==> src/rtl/input_conditioner_array.sv <==
// rtl/input_conditioner_array.sv - multi-channel synchronizer, debouncer and edge detector
// Sticky per-channel edge flags with write-1-to-clear and a masked, registered interrupt.
`timescale 1ns/1ps
module input_conditioner_array #(
    parameter int                  CHANNELS    = 8,
    parameter int                  SYNC_STAGES = 2,
    parameter int                  WAIT_TIME   = 3,
    parameter int                  CNT_WIDTH   = 4,
    parameter logic [CHANNELS-1:0] RESET_LEVEL = '0
) (
    input  logic                clk,
    input  logic                reset,
    input  logic [CHANNELS-1:0] noisysignal,
    output logic [CHANNELS-1:0] conditioned,
    output logic [CHANNELS-1:0] positiveedge,
    output logic [CHANNELS-1:0] negativeedge,
    input  logic [CHANNELS-1:0] edge_mask,
    input  logic [CHANNELS-1:0] edge_clear,
    output logic [CHANNELS-1:0] edge_pending,
    output logic                irq
);

    localparam logic [CNT_WIDTH-1:0] WAIT_LIMIT = CNT_WIDTH'(WAIT_TIME);

    logic [CHANNELS-1:0]  sync_q [SYNC_STAGES];
    logic [CNT_WIDTH-1:0] cnt_q  [CHANNELS];
    logic [CHANNELS-1:0]  synced;
    logic [CHANNELS-1:0]  differ;
    logic [CHANNELS-1:0]  accept;

    assign synced = sync_q[SYNC_STAGES-1];

    always_ff @(posedge clk or posedge reset) begin
        if (reset) begin
            for (int s = 0; s < SYNC_STAGES; s++) begin
                sync_q[s] <= RESET_LEVEL;
            end
        end else begin
            sync_q[0] <= noisysignal;
            for (int s = 1; s < SYNC_STAGES; s++) begin
                sync_q[s] <= sync_q[s-1];
            end
        end
    end

    // A channel is accepted once it has differed for WAIT_TIME+1 consecutive cycles.
    always_comb begin
        differ = synced ^ conditioned;
        accept = '0;
        for (int i = 0; i < CHANNELS; i++) begin
            accept[i] = differ[i] && (cnt_q[i] >= WAIT_LIMIT);
        end
    end

    always_ff @(posedge clk or posedge reset) begin
        if (reset) begin
            for (int i = 0; i < CHANNELS; i++) begin
                cnt_q[i] <= '0;
            end
            conditioned  <= RESET_LEVEL;
            positiveedge <= '0;
            negativeedge <= '0;
        end else begin
            for (int i = 0; i < CHANNELS; i++) begin
                if (!differ[i] || accept[i]) begin
                    cnt_q[i] <= '0;
                end else begin
                    cnt_q[i] <= cnt_q[i] + 1'b1;
                end
            end
            conditioned  <= conditioned ^ accept;
            positiveedge <= accept & synced;
            negativeedge <= accept & ~synced;
        end
    end

    // Pulses are taken from the registered edge outputs so a clear issued while a pulse is visible loses.
    always_ff @(posedge clk or posedge reset) begin
        if (reset) begin
            edge_pending <= '0;
            irq          <= 1'b0;
        end else begin
            edge_pending <= (edge_pending & ~edge_clear) | positiveedge | negativeedge;
            irq          <= |(edge_pending & edge_mask);
        end
    end

endmodule

==> config.mk <==
export PLATFORM = sky130hd
export DESIGN_NAME = input_conditioner_array
export DESIGN_NICKNAME = d
export VERILOG_FILES = /design/src/rtl/input_conditioner_array.sv
export SDC_FILE = /design/constraint.sdc
export NUM_CORES = 1
export LEC_CHECK = 0
export CAP_MARGIN = 15
export CORE_ASPECT_RATIO = 0.6
export CORE_MARGIN = 2
export CORE_UTILIZATION = 31
export CTS_BUF_LIST = sky130_fd_sc_hd__clkbuf_2 sky130_fd_sc_hd__clkbuf_4 sky130_fd_sc_hd__clkbuf_8
export DETAILED_ROUTE_END_ITERATION = 8
export PLACE_DENSITY = 0.55
export SLEW_MARGIN = 20
export SYNTH_ARGS = -nofsm -noshare
export SYNTH_HDL_FRONTEND = slang
export SYNTH_SLANG_ARGS = --single-unit
==> constraint.sdc <==
create_clock -name clk -period 3 [get_ports clk]
set_input_delay 0.6 -clock clk [delete_from_list [all_inputs] [get_ports clk]]
set_output_delay 0.6 -clock clk [all_outputs]
set_load 0.02 [all_outputs]
==> metrics.md, run 1 <==
| Metric | Value |
|---|---|
| Status | `completed` |
| Commonest non-fill, non-tap cell in the layout | `dfrtp_1` |
| Resize count post-CTS | `0` |
| I/O pins | `59` |
| Mapped Avg Cell Area | `15.3 sq um` |
| Overflow after GRT | `0` |
| Startpoint types | `register` |
| Initial core utilization | `32.5%` |
| Antenna Nets Post-Route | `0` |
| Clk pin slew, worst setup/hold paths | `80 ps` |
| RR Startpoint | `cnt_q[20]$_DFF_PP0_` |
| Clock Path Buffers | `2` |
| Highest-count cells in the layout ignoring fill and taps | `dfrtp_1 (81), clkdlybuf4s50_1 (58), nor3b_1 (24)` |
| Placed Instances | `371` |
| Crit. End Element | `output port` |
| Largest net degree at the start of global routing | `34` |
| Final HPWL DP | `3520 microns` |
| CP arrival | `around 1400 ps` |
| GP Congestion | `0.689` |
| Yosys warns | `0` |
| Final net count | `304` |
| Worst vdd ir | `0.201 mV` |
| CORE AREA | `8650 sq um` |
| Setup TNS | `0 ps` |
| Largest stage delay, worst path | `roughly 640 ps` |
| Synth Cell Area | `2810 sq um` |
| Slowest CP cell | `clkdlybuf4s50_1` |
| H-tree depth | `3` |
| Detailed-route via count | `1,611` |
| First-pass GRT wire length | `8160 microns` |
| Clock root buffer master | `clkbuf_8` |
| Static leakage | `1.70 nW` |
| # hold bufs at CTS | `0` |
| Number of synthesized register bits | `81` |
| Final setup vio count | `0` |
| Crit path kind | `register to output port` |
| CP top delay family | `buffers and inverters` |
| Worst-path fanout max | `5` |
| DRC | `0` |
| RSZ-0062 raised after global routing | `no` |
| Vias in the first global route | `approximately 1.7k` |
| Overall die width | `127 microns` |
| Final worst-path cycle share | `66.9%` |
| Sequential area share after synthesis | `72.1%` |
| Fin area | `between 3000 and 4000 sq um` |
| Max Fclk | `498 MHz` |
| Total track usage | `between 10 and 15%` |
| Slew Limit Fails | `0` |
| Sink Count | `81` |
| Initial antenna violation count | `0` |
| Synth cell types | `13` |
| Worst Skew | `roughly 7.2 ps` |
| Antenna Cells | `0` |
| Sequence of cells on the critical path | `clkdlybuf4s50_1` |
| Dpl cell area | `3620 sq um` |
| Rows | `26` |
| Post-CTS repair timing setup buffer count | `0` |
| Per-cell routed wire length | `between 10 and 15 microns` |
| DR iter-0 viols | `58` |
| Drt first pass iters | `4` |
| Critical hold path startpoint | `sync_q[10]$_DFF_PP0_` |
| CTS tree | `yes` |
| Wirelength, routed | `approximately 4800 microns` |
| I/O Buffers | `58` |
| Minimum clock period | `2010 ps` |
| Mapped Cells | `184` |
| Worst Hold Class | `register to register` |
| Power density over the cells | `581 nW/um^2` |
| Vias per inst | `4.16` |
| Layout cell share with drive strength beyond 1 | `12.7%` |
| CP Data Required Time | `roughly 2400 ps` |
| Skew-Pair Late Insertion Delay | `about 350 ps` |
| CTS Buf Count | `9` |
| Die ar. | `9870 sq um` |
| DIE HEIGHT | `between 70 and 80 microns` |
| Area growth from synthesis to layout | `35.1%` |
| Final Hold Vio Count | `0` |
| CP bufs+invs | `1` |
| Finished Layout Cells | `387` |
| Maximum capacitance violations | `0` |
==> flip-flops by register name (all words and copies together) (netlist names), named ones only <==
| signal | count |
|---|---|
| sync_q | 8 |
| negativeedge | 8 |
| edge_pending | 8 |
| cnt_q | 32 |
| positiveedge | 8 |
| synced | 8 |
| irq | 1 |
==> synthesized netlist by cell type (all sizes together) <==
cell type,count,share of area (%)
inv,9,1.2
nor3,16,2.8
a22oi,4,1.1
o21ai,8,1.4
nor2,8,1.1
conb,1,0.13
xnor2,8,2.5
mux2,8,4.3
nor3b,24,6.4
ha,8,3.6
nand4,1,0.22
dfrtp,81,72
or3,8,3.2
==> cell families after synthesis <==
kind of cell | count (synthesis) | synth area share [%]
flip-flops | 81 | 72.1
AND/OR/NAND/NOR | 57 | 13.8
other | 1 | 0.133
adder cells (fa/ha/maj) | 8 | 3.56
XOR/XNOR | 8 | 2.49
buffers and inverters | 9 | 1.20
multiplexers | 8 | 4.27
AO/OA/AOI/OAI | 12 | 2.49
==> where the power goes <==
part           switching, mW  internal [mW]  leakage, nW  total [mW]
combinational          0.132          0.155        0.613       0.287
clock                  0.367          0.341       0.0911       0.708
sequential            0.0504           1.16        0.999        1.21
==> cell type report <==
cell class	instances	area, sq um
fill	799	4850
sequential	81	2030
multi-input combinational	109	807
timing repair buffer	60	608
clock buffer	11	151
tap	112	140
inverter	9	35.0
clock inverter	5	30.0
==> layer usage <==
| metal | global-route usage [%] | routed length [microns] | vias up |
|---|---|---|---|
| li1 | - | - | 786 |
| met1 | 14.1 | 2270 | 774 |
| met2 | 15.5 | 2050 | 38 |
| met3 | 6.14 | 356 | 13 |
| met4 | 4.95 | 87 | 0 |
| met5 | 0 | 0 | - |
==> worst paths after layout <==
check	to	slack [ps]	cells after the start
max	conditioned[3]	990	1
min	synced[2]$_DFF_PP0_	350	0
max reg2reg	register	1580	3
min reg2reg	synced[2]$_DFF_PP0_	350	0
max in group asynchronous	positiveedge[0]$_DFF_PP0_	1770	3
min in group asynchronous	sync_q[15]$_DFF_PP0_	580	2
==> metrics by stage <==
step	hold slack, ps	utilization [%]	worst slack, ps	total power [mW]
finish	349	43.9	992	2.21
global route	361	43.9	894	2.34
CTS	353	43.9	953	2.25
detailed placement	336	41.8	1340	1.53
global placement	333	41.8	1360	1.52
floorplan	331	-	320	1.37
(Power assumes the default switching activity.)
==> inputs of run 2 (changes only) <==
clock period = 2.09 ns   (was 3 ns; I/O delays follow)
==> run 2 against run 1 <==
  * Sequential cell count stayed put
  * Worst hold slack better by 1.6 ps
  * Total power is 44% higher
  * Combinational power is 44% higher
  * Die area stayed put
  * Worst setup slack worse by 720 ps
  * Sequential power is 44% higher
  * Critical path depth stayed put
  * Count of clock-buffer cells in the layout is 2 higher
  * First-iteration DRC count is 29% higher
  * Largest cell class unchanged
  * Highest routed layer unchanged
==> metrics.md, run 2 (synthesized netlist as in run 1, its figures left out) <==
| Metric | Value |
|---|---|
| Slew Limit Fails | `0` |
| GP Congestion | `0.701` |
| Largest net degree at the start of global routing | `82` |
| Antenna Nets Post-Route | `0` |
| Static leakage | `roughly 1.7 nW` |
| CP top delay family | `buffers and inverters` |
| R2R Setup Slk | `650 ps` |
| Switching fraction of total power | `between 20% and 30%` |
| Final Hold Vio Count | `0` |
| CP arrival | `between 1000 and 1500 ps` |
| Final net count | `303` |
| Worst Hold Class | `register to register` |
| Critical hold path startpoint | `sync_q[13]$_DFF_PP0_` |
| CORE AREA | `8650 sq um` |
| Vias in the first global route | `1,638` |
| Skew-Pair Late Insertion Delay | `between 300 and 400 ps` |
| Final worst-path cycle share | `87.1%` |
| Hold endpoint | `synced[5]$_DFF_PP0_` |
| Area growth from synthesis to layout | `34.9%` |
| Largest stage delay, worst path | `640 ps` |
| Clk pin slew, worst setup/hold paths | `roughly 80 ps` |
| I/O Buffers | `a little under 60` |
| Final setup margin | `270 ps` |
| Max reg flops | `32` |
| CP bufs+invs | `1` |
| Minimum clock period | `1820 ps` |
| Post-CTS repair timing setup buffer count | `0` |
| Wirelength, routed | `between 4000 and 5000 microns` |
| Clock power share | `32.2%` |
| Worst-path fanout max | `5` |
| Initial core utilization | `32.5%` |
| Initial antenna violation count | `0` |
| Int Pwr | `2.41 mW` |
| H-tree depth | `3` |
| # hold bufs at CTS | `0` |
| Crit path kind | `register to output port` |
| Overall die width | `127 microns` |
| Rows | `26` |
| Pre-CTS WS | `632 ps` |
| RSZ-0062 raised after global routing | `no` |
| Biggest register | `cnt_q` |
| Maximum capacitance violations | `0` |
| Die ar. | `9870 sq um` |
| Overflow after GRT | `0` |
| FF-to-FF path depth | `3` |
| Sw Pwr | `0.767 mW` |
| Sequential power share | `~55%` |
| Worst vdd ir | `0.370 mV` |
| CTS Buf Count | `9` |
| Sequence of cells on the critical path | `clkdlybuf4s50_1` |
| Setup TNS | `0 ps` |
| Per-cell routed wire length | `around 12 microns` |
| Final HPWL DP | `3330 microns` |
| Clock root buffer master | `clkbuf_8` |
| Layout cell share with drive strength beyond 1 | `12.4%` |
| Clock Path Buffers | `2` |
| Crit. End Element | `output port` |
| Resize count post-CTS | `0` |
| DR iter-0 viols | `75` |
| Combinational share of power | `a little over an eighth` |
| Hold Path Stages | `0` |
| Drt first pass iters | `3` |
| DRC | `0` |
| Commonest non-fill, non-tap cell in the layout | `dfrtp_1` |
| DIE HEIGHT | `just under 80 microns` |
| Power density over the cells | `between 800 and 900 nW/um^2` |
| Status | `completed` |
| Max Fclk | `549 MHz` |
| RR Startpoint | `cnt_q[20]$_DFF_PP0_` |
| Detailed-route via count | `around 1.6k` |
| Sink Count | `81` |
| First-pass GRT wire length | `around 8000 microns` |
| Final setup vio count | `0` |
| Vias per inst | `4.19` |
| CP Data Required Time | `1670 ps` |
| I/O pins | `59` |
| Slowest CP cell | `clkdlybuf4s50_1` |
| Total track usage | `between 10% and 20%` |
| Power, Total | `3.17 mW` |
| Antenna Cells | `0` |
| Worst Skew | `4.75 ps` |
| Hold Slack | `351 ps` |
| CTS tree | `yes` |
| Highest-count cells in the layout ignoring fill and taps | `dfrtp_1 (81), clkdlybuf4s50_1 (58), nor3b_1 (24)` |
| Startpoint types | `register` |
## run 2: changes by cell type in the layout (fill, tap and decap cells not counted)
cell	delta
buf_4	-1
clkbuf_4	+2
clkinv_2	-1
clkinvlp_4	-1
## run 2: power by group through the flow
stage	Sequential (mW)	Combinational, mW	Clock (mW)
detailed placement	1.77	0.419	0
global placement	1.77	0.420	0
CTS	1.74	0.420	1.08
global route	1.76	0.450	1.16
floorplan	1.83	0.146	0
finish	1.74	0.412	1.02
## run 2: stage by stage
| step | cell area [sq um] | cells | util, % |
|---|---|---|---|
| global placement | 3610 | 370 | 41.7 |
| CTS | 3790 | 386 | 43.8 |
| detailed placement | 3610 | 370 | 41.7 |
| global route | 3790 | 386 | 43.8 |
| finish | 3790 | 386 | 43.8 |
| floorplan | 2870 | 199 | - |
## run 2: worst max-delay path by stage
| stage | depth (start not counted) | endpoint | start |
|---|---|---|---|
| after floorplan | 3 | register | cnt_q[20]$_DFF_PP0_ |
| after global placement | 1 | edge_pending[7] | edge_pending[7]$_DFF_PP0_ |
| after detailed placement | 1 | conditioned[0] | register |
| after CTS | 1 | conditioned[3] | register |
| after global routing | 1 | conditioned[3] | register |
| final | 1 | conditioned[7] | register |
## run 2: layout make-up
class | count | area, sq um
clock buffer | 13 | 166
timing repair buffer | 59 | 601
inverter | 9 | 37.5
tap | 112 | 140
multi-input combinational | 109 | 807
fill | 800 | 4860
sequential | 81 | 2030
clock inverter | 3 | 15.0
## run 2: metal layers
metal  GRT usage, %  wire (microns)
met5              0               0
met4           4.62              62
met3           5.31             309
met2           14.8            2040
met1           14.6            2260
## run 2: worst reg2reg max path, stage by stage, from the launching register on
cell and delay (ps):
dfrtp_1 390, ha_1 220, or3_4 410, mux2_4 300
